`config.mk`:
```
export PLATFORM = sky130hd
export DESIGN_NAME = pc_fetch_stage
export DESIGN_NICKNAME = d
export VERILOG_FILES = /design/src/rtl/pc_fetch_stage.sv
export SDC_FILE = /design/constraint.sdc
export NUM_CORES = 1
export LEC_CHECK = 0
export CAP_MARGIN = 20
export CORE_AREA = 4 4 73 58
export CTS_CLUSTER_SIZE = 20
export DETAILED_ROUTE_END_ITERATION = 16
export DIE_AREA = 0 0 77 62
export PLACE_DENSITY = 0.81
export RECOVER_POWER = 50
export REMOVE_ABC_BUFFERS = 1
export SLEW_MARGIN = 20
export SYNTH_ARGS = -nofsm -noshare
export SYNTH_HDL_FRONTEND = slang
export SYNTH_SLANG_ARGS = --single-unit
```
`constraint.sdc`:
```
create_clock -name clk_i -period 2.7 [get_ports clk_i]
set_input_delay 0.27 -clock clk_i [delete_from_list [all_inputs] [get_ports clk_i]]
set_output_delay 0.27 -clock clk_i [all_outputs]
set_load 0.01 [all_outputs]
```
`src/rtl/pc_fetch_stage.sv`:
```
// Fetch-stage program counter and IF/ID pipeline register.
// Next PC always comes from the external mux; a small FSM sequences boot, run and halt.
module pc_fetch_stage #(
    parameter int unsigned nbits  = 7,
    parameter int unsigned iwidth = 16
) (
    input  logic              clk_i,
    input  logic              rst_ni,
    input  logic [nbits-1:0]  pc_next_i,
    input  logic              stall_i,
    input  logic              flush_i,
    input  logic              halt_req_i,
    input  logic              resume_i,
    input  logic [iwidth-1:0] imem_data_i,
    output logic [nbits-1:0]  pc_o,
    output logic [nbits-1:0]  pc_inc_o,
    output logic [nbits-1:0]  ifid_pc_o,
    output logic [iwidth-1:0] ifid_instr_o,
    output logic              ifid_valid_o,
    output logic              halted_o
);

    typedef enum logic [1:0] {StBoot, StRun, StHalt} state_e;

    state_e              state_q, state_d;
    logic [nbits-1:0]    pc_q, pc_d;
    logic [nbits-1:0]    ifid_pc_q, ifid_pc_d;
    logic [iwidth-1:0]   ifid_instr_q, ifid_instr_d;
    logic                ifid_valid_q, ifid_valid_d;
    logic                halted_q, halted_d;

    // Wraps modulo 2^nbits; the carry out is discarded.
    assign pc_inc_o = pc_q + {{(nbits-1){1'b0}}, 1'b1};

    always_comb begin
        state_d      = state_q;
        pc_d         = pc_q;
        ifid_pc_d    = ifid_pc_q;
        ifid_instr_d = ifid_instr_q;
        ifid_valid_d = ifid_valid_q;
        halted_d     = halted_q;
        unique case (state_q)
            StBoot: begin
                state_d      = StRun;
                ifid_valid_d = 1'b0;
            end
            StRun: begin
                if (flush_i) begin
                    pc_d         = pc_next_i;
                    ifid_valid_d = 1'b0;
                end else if (stall_i) begin
                    pc_d = pc_q;
                end else if (halt_req_i) begin
                    ifid_valid_d = 1'b0;
                    halted_d     = 1'b1;
                    state_d      = StHalt;
                end else begin
                    pc_d         = pc_next_i;
                    ifid_pc_d    = pc_q;
                    ifid_instr_d = imem_data_i;
                    ifid_valid_d = 1'b1;
                end
            end
            StHalt: begin
                // Fetch restarts at the held pc on the edge after resume.
                ifid_valid_d = 1'b0;
                halted_d     = 1'b1;
                if (resume_i) begin
                    state_d  = StRun;
                    halted_d = 1'b0;
                end
            end
            default: begin
                state_d = StBoot;
            end
        endcase
    end

    always_ff @(posedge clk_i or negedge rst_ni) begin
        if (!rst_ni) begin
            state_q      <= StBoot;
            pc_q         <= '0;
            ifid_pc_q    <= '0;
            ifid_instr_q <= '0;
            ifid_valid_q <= 1'b0;
            halted_q     <= 1'b0;
        end else begin
            state_q      <= state_d;
            pc_q         <= pc_d;
            ifid_pc_q    <= ifid_pc_d;
            ifid_instr_q <= ifid_instr_d;
            ifid_valid_q <= ifid_valid_d;
            halted_q     <= halted_d;
        end
    end

    assign pc_o         = pc_q;
    assign ifid_pc_o    = ifid_pc_q;
    assign ifid_instr_o = ifid_instr_q;
    assign ifid_valid_o = ifid_valid_q;
    assign halted_o     = halted_q;

endmodule

```
# Word level (Yosys, flattened, before mapping)
# Cells that the tools add are included.
# W data, S select, Z words.
[word_totals]
ff_bits = 34
in_bits = 29
out_inout_bits = 39
wordCells = 45
[classes]
addsub = 1
eq_ne = 9
muxes = 17
bitwise = 3
reduce_logical = 9
[op_table]
columns = ["operator", "count"]
rows = [
  ["$mux W7", 3],
  ["$reduce_and A4 Y1", 3],
  ["$ne A2 B2 Y1 const B", 5],
  ["$mux W2", 4],
  ["$add A7 B1 Y7 const B", 1],
  ["$mux W1", 7],
  ["$pmux W2 S3", 1],
  ["$pmux W1 S2", 2],
  ["$reduce_bool A2 Y1", 2],
  ["$ne A3 B3 Y1 const B", 1],
  ["$not A1 Y1", 3],
  ["$reduce_and A3 Y1", 1],
  ["$eq A2 B1 Y1 const B", 1],
  ["$eq A2 B2 Y1 const B", 1],
  ["$logic_not A2 Y1", 1],
  ["$ne A2 B1 Y1 const B", 1],
  ["$reduce_and A2 Y1", 1],
  ["$reduce_or A2 Y1", 1],
]

# Depth between registers and ports, before layout
# Gate-level depths: netlist (run 1).
[logic_depth]
depth_word = 4
depth_mapped = 4
mapped_depth_nobuf = 3

# Worst setup path after synthesis (run 1)
# No wires, ideal clock.
[synth_timing]
path_kind = "reg-to-output"
start = "register pc_q[0], in the netlist pc_o[0]"
end = "output pc_inc_o[4]"
arrival_ns = 1.012
required_time_ns = 2.430
setup_slack_ns = 1.418
path_stages_with_launch = 4
path_buffers = 0
path_cell_list = "dfrtp_1 ha_1 nand3_1 xnor2_1"
[synth_via]
elab_chain_len = 1
[synth_lines]
columns = ["element", "line_no", "source"]
rows = [
  ["from (decl)", "26", "logic [nbits-1:0] pc_q, pc_d;"],
  ["from (signal assigned)", "89", "pc_q <= pc_d;"],
  ["$add A7 B1 Y7", "33", "assign pc_inc_o = pc_q + {{(nbits-1){1'b0}}, 1'b1};"],
  ["to (decl)", "16", "output logic [nbits-1:0] pc_inc_o,"],
]
# Every way passes these cells.

# Worst setup path in the final report (run 1)
[layout_timing]
start = "register pc_q[2], in the netlist pc_o[2]"
end = "output pc_inc_o[5]"
# The elaborated chain is that of the path after synthesis.

==> impl_metrics.ini, run 1 <==
[yosys]
synth.distinct_cells = 21
synth_area_leader_cell = dfrtp_1
synth_seq_area_share_pct = 56.3
yosys_warnings = 0
avgSynthCellArea_um2 = 15.7
async_flop_share_pct = 100
synth_edf_count = 0
synthesis.area_mm2 = 0.00151
yosys_register_bits = 34
syn_inst = 96
yosys.area.top_type_share_pct = 56.3
synth_area_leaders = dfrtp_1, mux2_4, mux2_2
synth_top_flop_cell = dfrtp_1

[status]
violations = max-capacitance violations, max-slew violations
status = finished, violations left

[layout]
final_cell_mix = clkdlybuf4s50_1, dfrtp_1, mux2_4
drive_above_1_share_pct = 23.1
antenna-diode-count = 0
nets = 199
final_common_cell = clkdlybuf4s50_1
final_cell_count_no_fill = 211
synthToLayoutAreaGrowth_pct = 49.8

[timing]
hold_viol = 0
layout_setup_ws_ns = 0.631
min_period_ns = 2.07
fmax_ghz = 0.483
setup_viol = 0
finalClockSkew_ns = 0.00592
holdWs_ns = 0.503
period_share_pct = 76.6
grt_setup_unrepaired = false
fin_tns_setup_ns = 0
worstMarginPinSlew_ns = 1.73
slew-limit-headroom_pct = -15.4
slew_viol_final = 35

[detailed_routing]
firstDrtPassIters = 4
vias = 1034
drt_iter0_markers = 35
antenna_left = 0
totalWireLength_mm = 3.23
drc = 0
routed_via_density = 4.90
wl_per_cell_um = 15.3

[floorplanning]
io_pins = 68
core.rowCount = 19
dieHeight_um = 62
dieArea_mm2 = 0.00477
chipWidth_um = 77
initial_core_util_pct = 42.7
core_mm2 = 0.00354

[worst_setup_path]
criticalPathCategory = reg2out
crit_buf_inv = 1
path_delay_family = buffers and inverters
slowest_stage = clkdlybuf4s50_1
path_cells = and3_1, nand3_1, xnor2_1, clkdlybuf4s50_1
startpoint = pc_o[2]$_DFFE_PN0P_
critical_path.max_stage_delay_ns = 0.55
crit_fanout = 7
cp.arrival_ns = 1.80
crit_required_ns = 2.43
endpoint_kind = output pin
reg2reg_from = state_q[0]$_DFFE_PN0P_
start_kind = register

[cts]
post_cts_buffers = 0
cts-resized-gates = 0
numCtsBuffers = 5
cts_sinks = 34
h-tree-depth = 2
clockBufferDepth = 2
clk-insertion-delay-late_ns = 0.28
cts-root-buf = clkbuf_8
clk_pin_slew_ns = 0.06
holdBufCountCts = 0
cts_tree = built

[place]
pre_cts_slack_ns = 0.849
finalWeightedCongestion = 0.697
hpwlAfterDp_mm = 2.42
dp_cells = 204
port_buffers = 67

[grt]
antenna_found_initial = 0
grt_pass1_vias = 1021
grt_max_degree = 35
overflow = 0
grt_use_total_pct = 14.4
grt_first_pass_wirelength_mm = 5.08

[min_path]
min_from = ifid_instr_o[0]$_DFFE_PN0P_
hold_class = reg2reg

[flow_run]
cap_violations = 1

[power_and_ir_drop]
power-per-cell-area_mw_per_mm2 = 790
power.leakage_nw = 1.02
max-vdd-ir-drop_v = 0.000391
[per-stage QoR]
step / util, % / power, mW / cell area [um2]
finish: 63.9 / 1.79 / 2260
global route: 63.9 / 1.89 / 2260
CTS: 64.3 / 1.84 / 2280
detailed placement: 62.2 / 1.49 / 2200
global placement: 62.2 / 1.48 / 2200
floorplan: - / 1.05 / 1470
[power breakdown]
group	internal, mW	total (mW)	switching, mW
Clock	0.177	0.341	0.164
Combinational	0.464	0.704	0.240
Sequential	0.646	0.742	0.0957
Total	1.29	1.79	0.500
[sequential cells by signal, summed over array words and instances, names as in the netlist]
signal	cells
halted_o	1
ifid_instr_o	16
state_q	2
pc_o	7
ifid_pc_o	7
ifid_valid_o	1
[path summary, 6_finish.rpt]
kind / to / slack, ns / cells after the start
max: pc_inc_o[5] / 0.63 / 4
min: ifid_instr_o[0]$_DFFE_PN0P_ / 0.50 / 1
max reg2reg: ifid_pc_o[1]$_DFFE_PN0P_ / 1.20 / 3
min reg2reg: ifid_instr_o[0]$_DFFE_PN0P_ / 0.50 / 1
max in group asynchronous: ifid_instr_o[9]$_DFFE_PN0P_ / 0.72 / 2
min in group asynchronous: ifid_instr_o[13]$_DFFE_PN0P_ / 0.98 / 2
[per-layer routing]
metal  track usage, %  share of wire, %  vias up
met1             18.6                47      505
met2             20.3                42       42
met4             8.63               1.6        0
li1                 -                 -      481
met3             6.34               8.6        6
met5                0                 0        -
[cell type report]
type,count,area (um2)
Fill cell,263,1280
Sequential cell,34,851
Timing Repair Buffer,68,674
Multi-Input combinational cell,58,602
Clock buffer,7,76.3
Tap cell,42,52.6
Inverter,2,7.51
[synthesized netlist by cell type, drive strengths merged, types with 2 or more instances]
cell    n
nand3   5
xnor2   4
buf     2
o21ai   4
inv     2
and2b   2
mux2   30
nand2   4
dfrtp  34
[logic make-up after synthesis]
logic type                 count (synthesis)  synth area share (%)
buffers and inverters                      4                  3.15
muxes                                     30                  27.3
AOI/OAI and AO/OA                          6                  2.57
DFF                                       34                  56.3
and+or+nand+nor                           16                  6.95
adders and majority gates                  1                 0.828
xor gates and xnor gates                   5                  2.90
[worst register-to-register path: cells and delay by family, from the launching register on]
family	cells	cell delay [ns]
multiplexers	1	0.40
flip-flops	1	0.40
AND/OR/NAND/NOR	2	0.57
(Power assumes the default switching activity.)
==> run 2, diff against run 1 <==
--- a/config.mk
+++ b/config.mk
@@ -6,11 +6,11 @@
 export NUM_CORES = 1
 export LEC_CHECK = 0
 export CAP_MARGIN = 20
-export CORE_AREA = 4 4 73 58
+export CORE_AREA = 4 4 76 60
 export CTS_CLUSTER_SIZE = 20
 export DETAILED_ROUTE_END_ITERATION = 16
-export DIE_AREA = 0 0 77 62
-export PLACE_DENSITY = 0.81
+export DIE_AREA = 0 0 80 64
+export PLACE_DENSITY = 0.76
 export RECOVER_POWER = 50
 export REMOVE_ABC_BUFFERS = 1
 export SLEW_MARGIN = 20
==> constraint.sdc (replaced) <==
create_clock -name clk_i -period 2.1 [get_ports clk_i]
set_input_delay 0.21 -clock clk_i [delete_from_list [all_inputs] [get_ports clk_i]]
set_output_delay 0.21 -clock clk_i [all_outputs]
set_load 0.01 [all_outputs]
==> impl_metrics.ini, run 2 (synthesis results as in run 1) <==
[status]
status = finished, violations left
violations = max-capacitance violations, max-slew violations

[floorplanning]
dieHeight_um = 64
initial_core_util_pct = 38.7
io_pins = 68
dieArea_mm2 = 0.00512
core_mm2 = 0.00390
core.rowCount = 20
chipWidth_um = 80

[layout]
drive_above_1_share_pct = 25.6
multi_input_area_um2 = 602
antenna-diode-count = 0
largest_reg_flops = 16
n_fill_cell = 343
final_common_cell = clkdlybuf4s50_1
post-route-util_pct = 58.3
final_cell_mix = clkdlybuf4s50_1, dfrtp_1, mux2_4
synthToLayoutAreaGrowth_pct = 50.5
nets = 198
seq_area_um2 = 856

[power_and_ir_drop]
clkPwrFrac_pct = 18.6
p_switching_uw = 633
combinationalPowerShare_pct = 39.4
p_int_mw = 1.66
seqPwrFrac_pct = 42.0
power-per-cell-area_mw_per_mm2 = 1010
swShare_pct = 27.7
max-vdd-ir-drop_v = 0.000467
power.leakage_nw = 1.01

[grt]
grt_use_total_pct = 14.8
grt_first_pass_wirelength_mm = 5.72
grt_pass1_vias = 1176
overflow = 0
grt_max_degree = 35
antenna_found_initial = 0

[detailed_routing]
wl_met1_mm = 1.40
antenna_left = 0
vias = 1026
firstDrtPassIters = 4
totalWireLength_mm = 3.37
drc = 0
routed_via_density = 4.60
drt_iter0_markers = 14
met2_wirelength_mm = 1.59
dr_wl_met3_um = 340
wl_per_cell_um = 15.1
top_layer = met4

[timing]
period_share_pct = 94.2
slew-limit-headroom_pct = -19.4
grt_setup_unrepaired = false
slew_viol_final = 35
setup_viol = 0
min_period_ns = 1.98
finalClockSkew_ns = 0.00286
worstMarginPinSlew_ns = 1.79
fin_tns_setup_ns = 0
layout_setup_ws_ns = 0.122
hold_viol = 0
fmax_ghz = 0.506

[worst_setup_path]
reg2reg_from = state_q[0]$_DFFE_PN0P_
startpoint = pc_o[0]$_DFFE_PN0P_
start_kind = register
reg2reg_setup_slack_ns = 0.61
criticalPathCategory = reg2out
crit_path_end = pc_inc_o[4]
endpoint_kind = output pin
crit_fanout = 7
cp.arrival_ns = 1.77
crit_required_ns = 1.89
reg2reg_depth = 3
worst_r2r_endpoint = ifid_pc_o[1]$_DFFE_PN0P_

[cts]
clockBufferDepth = 2
clk-insertion-delay-late_ns = 0.27
h-tree-depth = 2
numCtsBuffers = 5
cts-root-buf = clkbuf_8
cts_tree = built
clk_pin_slew_ns = 0.06
cts_sinks = 34

[place]
pre_cts_slack_ns = 0.308
hpwlAfterDp_mm = 2.57
port_buffers = 67
finalWeightedCongestion = 0.777

[flow_run]
cap_violations = 1

[min_path]
hold_class = in2async
run 2: area by class of cell:
class	count	share of cell area, %
flip-flops and latches	34	37.6
inverters	2	0.330
well taps	55	3.03
clock buffers	7	3.36
multi-input cells	58	26.5
repair buffers	67	29.2
run 2: critical path, stage by stage (launching register included):
cell and delay (ns):
dfrtp_2 0.45, ha_1 0.26, nand3_1 0.11, xnor2_1 0.12, clkdlybuf4s50_1 0.56
run 2: worst min-delay path by stage:
| stage | from | end | slack [ns] |
|---|---|---|---|
| 6_report | rst_ni | pc_o[5]$_DFFE_PN0P_ | 0.41 |
| 5_1_grt | ifid_instr_o[1]$_DFFE_PN0P_ | ifid_instr_o[1]$_DFFE_PN0P_ | 0.52 |
| 4_1_cts | rst_ni | ifid_pc_o[5]$_DFFE_PN0P_ | 0.02 |
| 3_5_place_dp | rst_ni | pc_o[5]$_DFFE_PN0P_ | 0.31 |
| 3_3_place_gp | rst_ni | pc_o[6]$_DFFE_PN0P_ | 0.31 |
| 2_1_floorplan | rst_ni | halted_o$_DFFE_PN0P_ | -0.09 |
run 2: metrics by stage:
step | cell area (um2) | hold WS, ns | std cells | power [mW]
after floorplan | 1470 | -0.0856 | 94 | 1.35
after global placement | 2210 | 0.308 | 216 | 1.90
after detailed placement | 2210 | 0.312 | 216 | 1.92
after CTS | 2280 | 0.0176 | 223 | 2.37
after global routing | 2270 | 0.522 | 223 | 2.44
final | 2270 | 0.413 | 223 | 2.29
run 2: repair_timing:
item,CTS,global route
hold buffers,0,0
resized for setup,0,4
buffers inserted,0,0
endpoints found under the setup margin,0,3
run 2: per-layer routing:
metal / up-vias / track usage (%)
met5: - / 0
met4: 0 / 5.06
met3: 7 / 6.76
met2: 47 / 23.3
li1: 478 / -
met1: 494 / 17.7
run 2: power by group through the flow:
stage                     clock network (mW)  logic [mW]  registers, mW
after floorplan                            0       0.320           1.03
after global placement                     0       0.933          0.964
after detailed placement                   0       0.945          0.972
after CTS                              0.449       0.951          0.966
after global routing                   0.480       0.966          0.994
final                                  0.427       0.901          0.961
